`config.mk`:
```
export PLATFORM = sky130hd
export DESIGN_NAME = uart_axis_fifo
export DESIGN_NICKNAME = d
export VERILOG_FILES = /design/src/rtl/uart_axis_fifo.sv
export SDC_FILE = /design/constraint.sdc
export NUM_CORES = 1
export LEC_CHECK = 0
export ABC_CLOCK_PERIOD_IN_PS = 7180
export BUFFER_PORTS_ARGS = -buffer_cell sky130_fd_sc_hd__buf_4
export CAP_MARGIN = 20
export CORE_ASPECT_RATIO = 1.75
export CORE_MARGIN = 3
export CORE_UTILIZATION = 40
export CTS_BUF_LIST = sky130_fd_sc_hd__clkbuf_16
export CTS_CLUSTER_SIZE = 30
export DETAILED_ROUTE_END_ITERATION = 8
export SLEW_MARGIN = 20
export SYNTH_ARGS = -nofsm -noshare
export SYNTH_HDL_FRONTEND = slang
export SYNTH_SLANG_ARGS = --single-unit
```
`constraint.sdc`:
```
create_clock -name clk -period 7.18 [get_ports clk]
set_input_delay 0.359 -clock clk [delete_from_list [all_inputs] [get_ports clk]]
set_output_delay 0.359 -clock clk [all_outputs]
set_load 0.05 [all_outputs]
```
`src/rtl/uart_axis_fifo.sv`:
```
// First-word-fall-through AXI-Stream byte FIFO with a registered output stage.
// Define UART_FIFO_LEVEL_EN to expose the registered occupancy count on the level port.
module uart_axis_fifo #(
  parameter int DATA_WIDTH = 8,
  parameter int DEPTH_LOG2 = 4
) (
  input  logic                  clk,
  input  logic                  reset,
  input  logic [DATA_WIDTH-1:0] s_axis_tdata,
  input  logic                  s_axis_tvalid,
  output logic                  s_axis_tready,
  output logic [DATA_WIDTH-1:0] m_axis_tdata,
  output logic                  m_axis_tvalid,
  input  logic                  m_axis_tready,
  output logic                  full,
  output logic                  empty
`ifdef UART_FIFO_LEVEL_EN
  ,
  output logic [DEPTH_LOG2:0]   level
`endif
);

  localparam int DEPTH = 2 ** DEPTH_LOG2;
  localparam logic [DEPTH_LOG2:0]   CNT_FULL = (DEPTH_LOG2 + 1)'(DEPTH);
  localparam logic [DEPTH_LOG2:0]   CNT_ONE  = (DEPTH_LOG2 + 1)'(1);
  localparam logic [DEPTH_LOG2:0]   CNT_ZERO = (DEPTH_LOG2 + 1)'(0);
  localparam logic [DEPTH_LOG2-1:0] PTR_ONE  = DEPTH_LOG2'(1);
  localparam logic [DEPTH_LOG2-1:0] PTR_ZERO = DEPTH_LOG2'(0);
  localparam logic [DATA_WIDTH-1:0] DATA_ZERO = DATA_WIDTH'(0);

  logic [DATA_WIDTH-1:0] mem_q [DEPTH];
  logic [DEPTH_LOG2-1:0] wr_ptr_q, wr_ptr_d;
  logic [DEPTH_LOG2-1:0] rd_ptr_q, rd_ptr_d;
  logic [DEPTH_LOG2:0]   count_q, count_d;
  logic [DATA_WIDTH-1:0] out_data_q, out_data_d;
  logic                  out_valid_q, out_valid_d;
  logic                  push_s, pop_s, load_s, mem_empty_s, mem_we_s;

  // The array never holds more than DEPTH-1 words (one lives in the output
  // register), so pointer equality alone means the array is empty.
  assign mem_empty_s   = (wr_ptr_q == rd_ptr_q);
  assign full          = (count_q == CNT_FULL);
  assign empty         = (count_q == CNT_ZERO);
  assign s_axis_tready = ~full;
  assign push_s        = s_axis_tvalid & ~full;
  assign pop_s         = out_valid_q & m_axis_tready;
  assign load_s        = ~out_valid_q | pop_s;
  assign m_axis_tdata  = out_data_q;
  assign m_axis_tvalid = out_valid_q;
`ifdef UART_FIFO_LEVEL_EN
  assign level         = count_q;
`endif

  // Next-state: output-register reload, pointer advance and occupancy update.
  always_comb begin
    out_data_d  = out_data_q;
    out_valid_d = out_valid_q;
    rd_ptr_d    = rd_ptr_q;
    wr_ptr_d    = wr_ptr_q;
    count_d     = count_q;
    mem_we_s    = 1'b0;
    if (load_s) begin
      if (!mem_empty_s) begin
        out_data_d  = mem_q[rd_ptr_q];
        out_valid_d = 1'b1;
        rd_ptr_d    = rd_ptr_q + PTR_ONE;
        mem_we_s    = push_s;
      end else if (push_s) begin
        // Nothing stored ahead of it: the incoming word goes straight to the output.
        out_data_d  = s_axis_tdata;
        out_valid_d = 1'b1;
      end else begin
        out_valid_d = 1'b0;
      end
    end else begin
      mem_we_s = push_s;
    end
    if (mem_we_s) begin
      wr_ptr_d = wr_ptr_q + PTR_ONE;
    end else begin
      wr_ptr_d = wr_ptr_q;
    end
    case ({push_s, pop_s})
      2'b10:   count_d = count_q + CNT_ONE;
      2'b01:   count_d = count_q - CNT_ONE;
      default: count_d = count_q;
    endcase
  end

  // State registers with synchronous reset.
  always_ff @(posedge clk) begin
    if (reset) begin
      wr_ptr_q    <= PTR_ZERO;
      rd_ptr_q    <= PTR_ZERO;
      count_q     <= CNT_ZERO;
      out_data_q  <= DATA_ZERO;
      out_valid_q <= 1'b0;
    end else begin
      wr_ptr_q    <= wr_ptr_d;
      rd_ptr_q    <= rd_ptr_d;
      count_q     <= count_d;
      out_data_q  <= out_data_d;
      out_valid_q <= out_valid_d;
    end
  end

  // Storage array write port; contents are deliberately not reset.
  always_ff @(posedge clk) begin
    if (mem_we_s && !reset) begin
      mem_q[wr_ptr_q] <= s_axis_tdata;
    end
  end

endmodule

```
* Yosys cells after proc, flatten, opt, wreduce, memory -nomap -nowiden
Memories as Yosys holds them, arrays and structs flattened. A register that Yosys moved wholly into a read port is not among the register bits. Cells that the tools add are included.
Word-level totals: bits in registers 22, memory bits (writable) 128, bits of input ports 12, output and inout bits 12, memories 1
Memory list:
- mem_q | words 16, width 8, read ports 1, clocked after Yosys merged registers in 1, write ports 1, line 31 | logic [DATA_WIDTH-1:0] mem_q [DEPTH];
Operators by class: $add $sub $neg 4, eq/ne operators 5, multiplexer cells 11, bitwise operators 6, reductions and logical operators 6
Operators by type and width (number):
- $mux W8 | 2
- $pmux W5 S2 | 1
- $add A4 B1 Y4 const B | 2
- $mux W4 | 2
- $mux W1 | 6
- $add A5 B1 Y5 const B | 1
- $eq A5 B5 Y1 const B | 1
- $logic_not A5 Y1 | 1
- $sub A5 B1 Y5 const B | 1
- $eq A4 B4 Y1 | 1
- $reduce_and A2 Y1 | 2
- $not A1 Y1 | 3
- $and A1 B1 Y1 | 2
- $eq A2 B1 Y1 const B | 1
- $eq A2 B2 Y1 const B | 1
- $ne A2 B2 Y1 const B | 1
- $reduce_bool A2 Y1 | 1
- $logic_and A1 B1 Y1 | 1
- $logic_not A1 Y1 | 1
- $or A1 B1 Y1 | 1

* Logic depth before layout (Yosys ltp)
depth after elaboration 8, mapped depth 13, depth with buffers taken out 10

* Least setup slack after synthesis
OpenSTA, ideal clock, no wires.
path type register to register, from register count_q[1], to register count_q[2], library setup time 71 ps, data arrival time 2531 ps, data required time 7109 ps, slack 4578 ps, stages on the path, launching flop included 14, path buffers 3, cell sequence dfxtp_1 -> buf_2 -> nor4_2 -> a21boi_2 -> inv_1 -> buf_2 -> ha_1 -> clkbuf_1 -> xor2_1 -> ha_1 -> a21oi_1 -> xnor2_1 -> or3_1 -> a21oi_1
On the way: word-level cells in the longest chain between the ends 5, elaborated cells between the ends (all ways) 9, classes of those cells add/sub (2); eq/ne (3); mux (1); bitwise (2); reduce/logical (1)
RTL lines:
- start, declared | line 34 | logic [DEPTH_LOG2:0] count_q, count_d;
- start signal, assigned | line 101 | count_q <= count_d;
- $eq A5 B5 Y1 | line 42 | assign full = (count_q == CNT_FULL);
- $not A1 Y1 | line 45 | assign push_s = s_axis_tvalid & ~full;
- $and A1 B1 Y1 | line 45
- $eq A2 B1 Y1 / $eq A2 B2 Y1 (equally long branches) | line 83 | case ({push_s, pop_s})
- $pmux W5 S2 / $reduce_bool A2 Y1 (equally long branches)
Parallel ways exist; a longest one is shown, timed or not. A chain may end at the register's enable or synchronous reset.

* Final worst setup path
from register count_q[1], to register count_q[4]
The elaborated chain is that of the path after synthesis.

==> summary.txt <==
Clock network
  • TritonCTS Buffers: 17
  • CTS tree: built
  • Worst-path clk slew: 0.06 ns
  • Hold buffer count at CTS: 0
  • H-tree Lvls: 4
  • CTS Buffer Depth: 2
  • Postcts setup bufs: 0
  • Post_cts resized: 0
  • TritonCTS Sinks: 154
  • Clk_lat worst skew: 0.42 ns
  • Root buffer cell: clkbuf_16

Min path
  • Hold path start: s_axis_tdata[0]
  • Worst hold stages: 1
  • Hold path endpoint: mem_q[4][0]$_DFFE_PP_
  • Worst min path class: primary input to flip-flop

Finish
  • Footprint of the multi-input gates: 1900 um2
  • Fillers: 1275
  • Share of layout cells above drive strength 1: 24.8%
  • Synthesis-to-finish area growth: 14.4%
  • NumNets Final: 411
  • Most frequent cells in the layout: edfxtp_1 (128), mux4_2 (32), mux2i_1 (26), buf_4 (26), dfxtp_1 (24)
  • ANT cells: 0
  • Commonest non-fill, non-tap cell in the layout: edfxtp_1
  • Seq. cell area: 4370 um2

Yosys
  • Yosys warns: 0
  • Mapped Area: 6390 um2
  • Sequential-to-total area share from yosys stat: 68.3%
  • Synth async-reset ratio: 0%
  • Post-synth EDFFs: 128
  • Mapped Avg Cell Area: 17.5 um2
  • Yosys reg bits: 154
  • Synth unique cells: 50
  • Post-synthesis instance total: 365
  • Post-Syn Nets: 386
  • Commonest register cell after synthesis: edfxtp_1

STA
  • Max_slew headroom: 35.6%
  • Period utilisation layout: 40.5%
  • RSZ-0062 raised after global routing: no
  • Fin. Hold Viols: 0
  • Endpoints failing setup: 0
  • TNS Setup: 0 ns
  • Worst-margin pin slew: 0.962 ns
  • Fin. max-slew vios: 0
  • PnR worst setup slack: 4.27 ns
  • Max Clock Skew: 0.00660 ns
  • F_max: 344 MHz
  • Final min period: 2.91 ns

Floorplanning
  • Core area: 15500 um2
  • Die footprint: 17600 um2
  • Top Ports: 24
  • Initial Util: 41.1%
  • Vert. Die Dim: 173 um
  • Rows: 60
  • Die W: 102 um

Placed design
  • Final HPWL DP: 8.89 mm
  • IO buf count: 23
  • Place WS: 4.30 ns
  • Routability Congestion: 0.773

Route
  • First-pass iteration count of the detailed router: 5
  • Vias: 3338
  • DRC viols: 0
  • Routed Antenna Nets: 0
  • Detailed Route WL: 13.0 mm
  • Routed len/inst: 22.1 um
  • Vias per cell: 5.67
  • 1st-iter DRT viols: 245

GRT
  • Vias in the first global route: 3539
  • Total track usage: 16.0%
  • Global-route wire length before repair: 20.5 mm
  • GR Overflow Total: 0
  • Initial antenna violation count: 0
  • Largest net degree at the start of global routing: 33

Setup path
  • Worst R2R Setup Slack: 4.27 ns
  • Setup CP Type: flip-flop to flip-flop
  • Setup crit end kind: flip-flop
  • Critical Path Start Type: flip-flop
  • Crit-path max FO: 14
  • Worst EP arrival: 3.26 ns
  • Reg2reg end: count_q[4]$_SDFFE_PP0P_
  • FF-to-FF Start: count_q[1]$_SDFFE_PP0P_
  • Worst-case reg-to-reg path depth: 9
  • Worst endpoint required time: 7.54 ns

Power
  • Switching share of power: 29.7%
  • Sw Pwr: 0.725 mW
  • Leakage: 2.40 nW
  • Internal power: 1.71 mW
  • Clock Power Share: 35.1%
  • Pwr/cell area: 334 nW/um2
  • Seq pwr share: 44.8%
  • Combinational power share: 20.1%
  • VDD IR-drop max: 0.262 mV

Run status
  • Status: finished clean

Flow run
  • Max-Cap Viols: 0
-- routing by layer --
layer  vias up  routed length (um)  GRT usage (%)
met2        82                7600           29.1
li1       1522                   -              -
met3        18                 411           3.35
met5         -                   0              0
met1      1716                4810           18.2
met4         0                 184           4.99
-- through the flow --
stage | cells | hold slack, ns | cell area, um2 | total power [mW] | utilization [%]
after detailed placement | 557 | 0.527 | 6720 | 1.60 | 43.3
after global routing | 589 | 0.259 | 7310 | 2.55 | 47.0
after floorplan | 365 | 0.458 | 6390 | 1.46 | -
final | 589 | 0.254 | 7310 | 2.44 | 47.0
after global placement | 557 | 0.527 | 6720 | 1.60 | 43.3
after CTS | 589 | 0.247 | 7310 | 2.46 | 47.0
-- worst max-delay path, cell delays in order, from the launching register on --
cell	delay, ns
dfxtp_1	0.39
nor4_2	0.36
a21boi_2	0.17
inv_1	0.35
ha_1	0.43
ha_1	0.25
or4b_2	0.59
a21oi_1	0.14
a31oi_1	0.05
nand3_1	0.11
-- state kept, by name, summed over array words and instances, names as in the netlist, named ones only --
name	cells
mem_q	128
m_axis_tdata	8
count_q	5
rd_ptr_q	4
wr_ptr_q	4
m_axis_tvalid	1
-- final cells by class --
cell class / count / area share (%)
multi-input cells: 182 / 26.0
well taps: 186 / 3.18
clock buffers: 20 / 6.85
flip-flops and latches: 154 / 59.8
clock inverters: 12 / 1.13
inverters: 9 / 0.462
repair buffers: 26 / 2.67
-- how the worst max path moves through the flow --
stage	startpoint	endpoint	depth (start not counted)
5_1_grt	count_q[1]$_SDFFE_PP0P_	count_q[4]$_SDFFE_PP0P_	9
6_report	count_q[1]$_SDFFE_PP0P_	count_q[4]$_SDFFE_PP0P_	9
3_5_place_dp	count_q[1]$_SDFFE_PP0P_	count_q[4]$_SDFFE_PP0P_	9
4_1_cts	count_q[1]$_SDFFE_PP0P_	count_q[4]$_SDFFE_PP0P_	9
2_1_floorplan	count_q[1]$_SDFFE_PP0P_	count_q[2]$_SDFFE_PP0P_	13
3_3_place_gp	count_q[1]$_SDFFE_PP0P_	count_q[4]$_SDFFE_PP0P_	9
-- cell usage after synthesis, drive strengths merged, types with 5 or more instances --
library cell / count / area [um2]
a21oi: 8 / 40.0
buf: 14 / 71.3
clkbuf: 6 / 22.5
dfxtp: 26 / 521
edfxtp: 128 / 3840
ha: 9 / 113
inv: 8 / 30.0
mux2i: 26 / 260
mux4: 32 / 721
nand2: 8 / 30.0
nor2: 23 / 86.3
nor2b: 5 / 31.3
o221a: 8 / 90.1
o41a: 8 / 90.1
or3: 6 / 37.5
xor2: 7 / 61.3
-- power by group through the flow --
stage	clock, mW	sequential (mW)	combinational [mW]
after floorplan	0	1.14	0.327
after global placement	0	1.11	0.485
after detailed placement	0	1.11	0.495
after CTS	0.869	1.09	0.497
after global routing	0.915	1.10	0.534
final	0.857	1.09	0.490
-- cell families (layout without fill, tap and decap cells) --
kind of cell | Yosys count | after routing | share of synthesized area, %
AND/OR/NAND/NOR | 57 | 57 | 4.58
adder cells (fa/ha/maj) | 9 | 9 | 1.76
buffers and inverters | 29 | 67 | 2.00
XOR/XNOR | 8 | 8 | 1.10
flip-flops | 154 | 154 | 68.3
AO/OA/AOI/OAI | 47 | 47 | 6.37
multiplexers | 61 | 61 | 15.9
(Power assumes the default switching activity.)
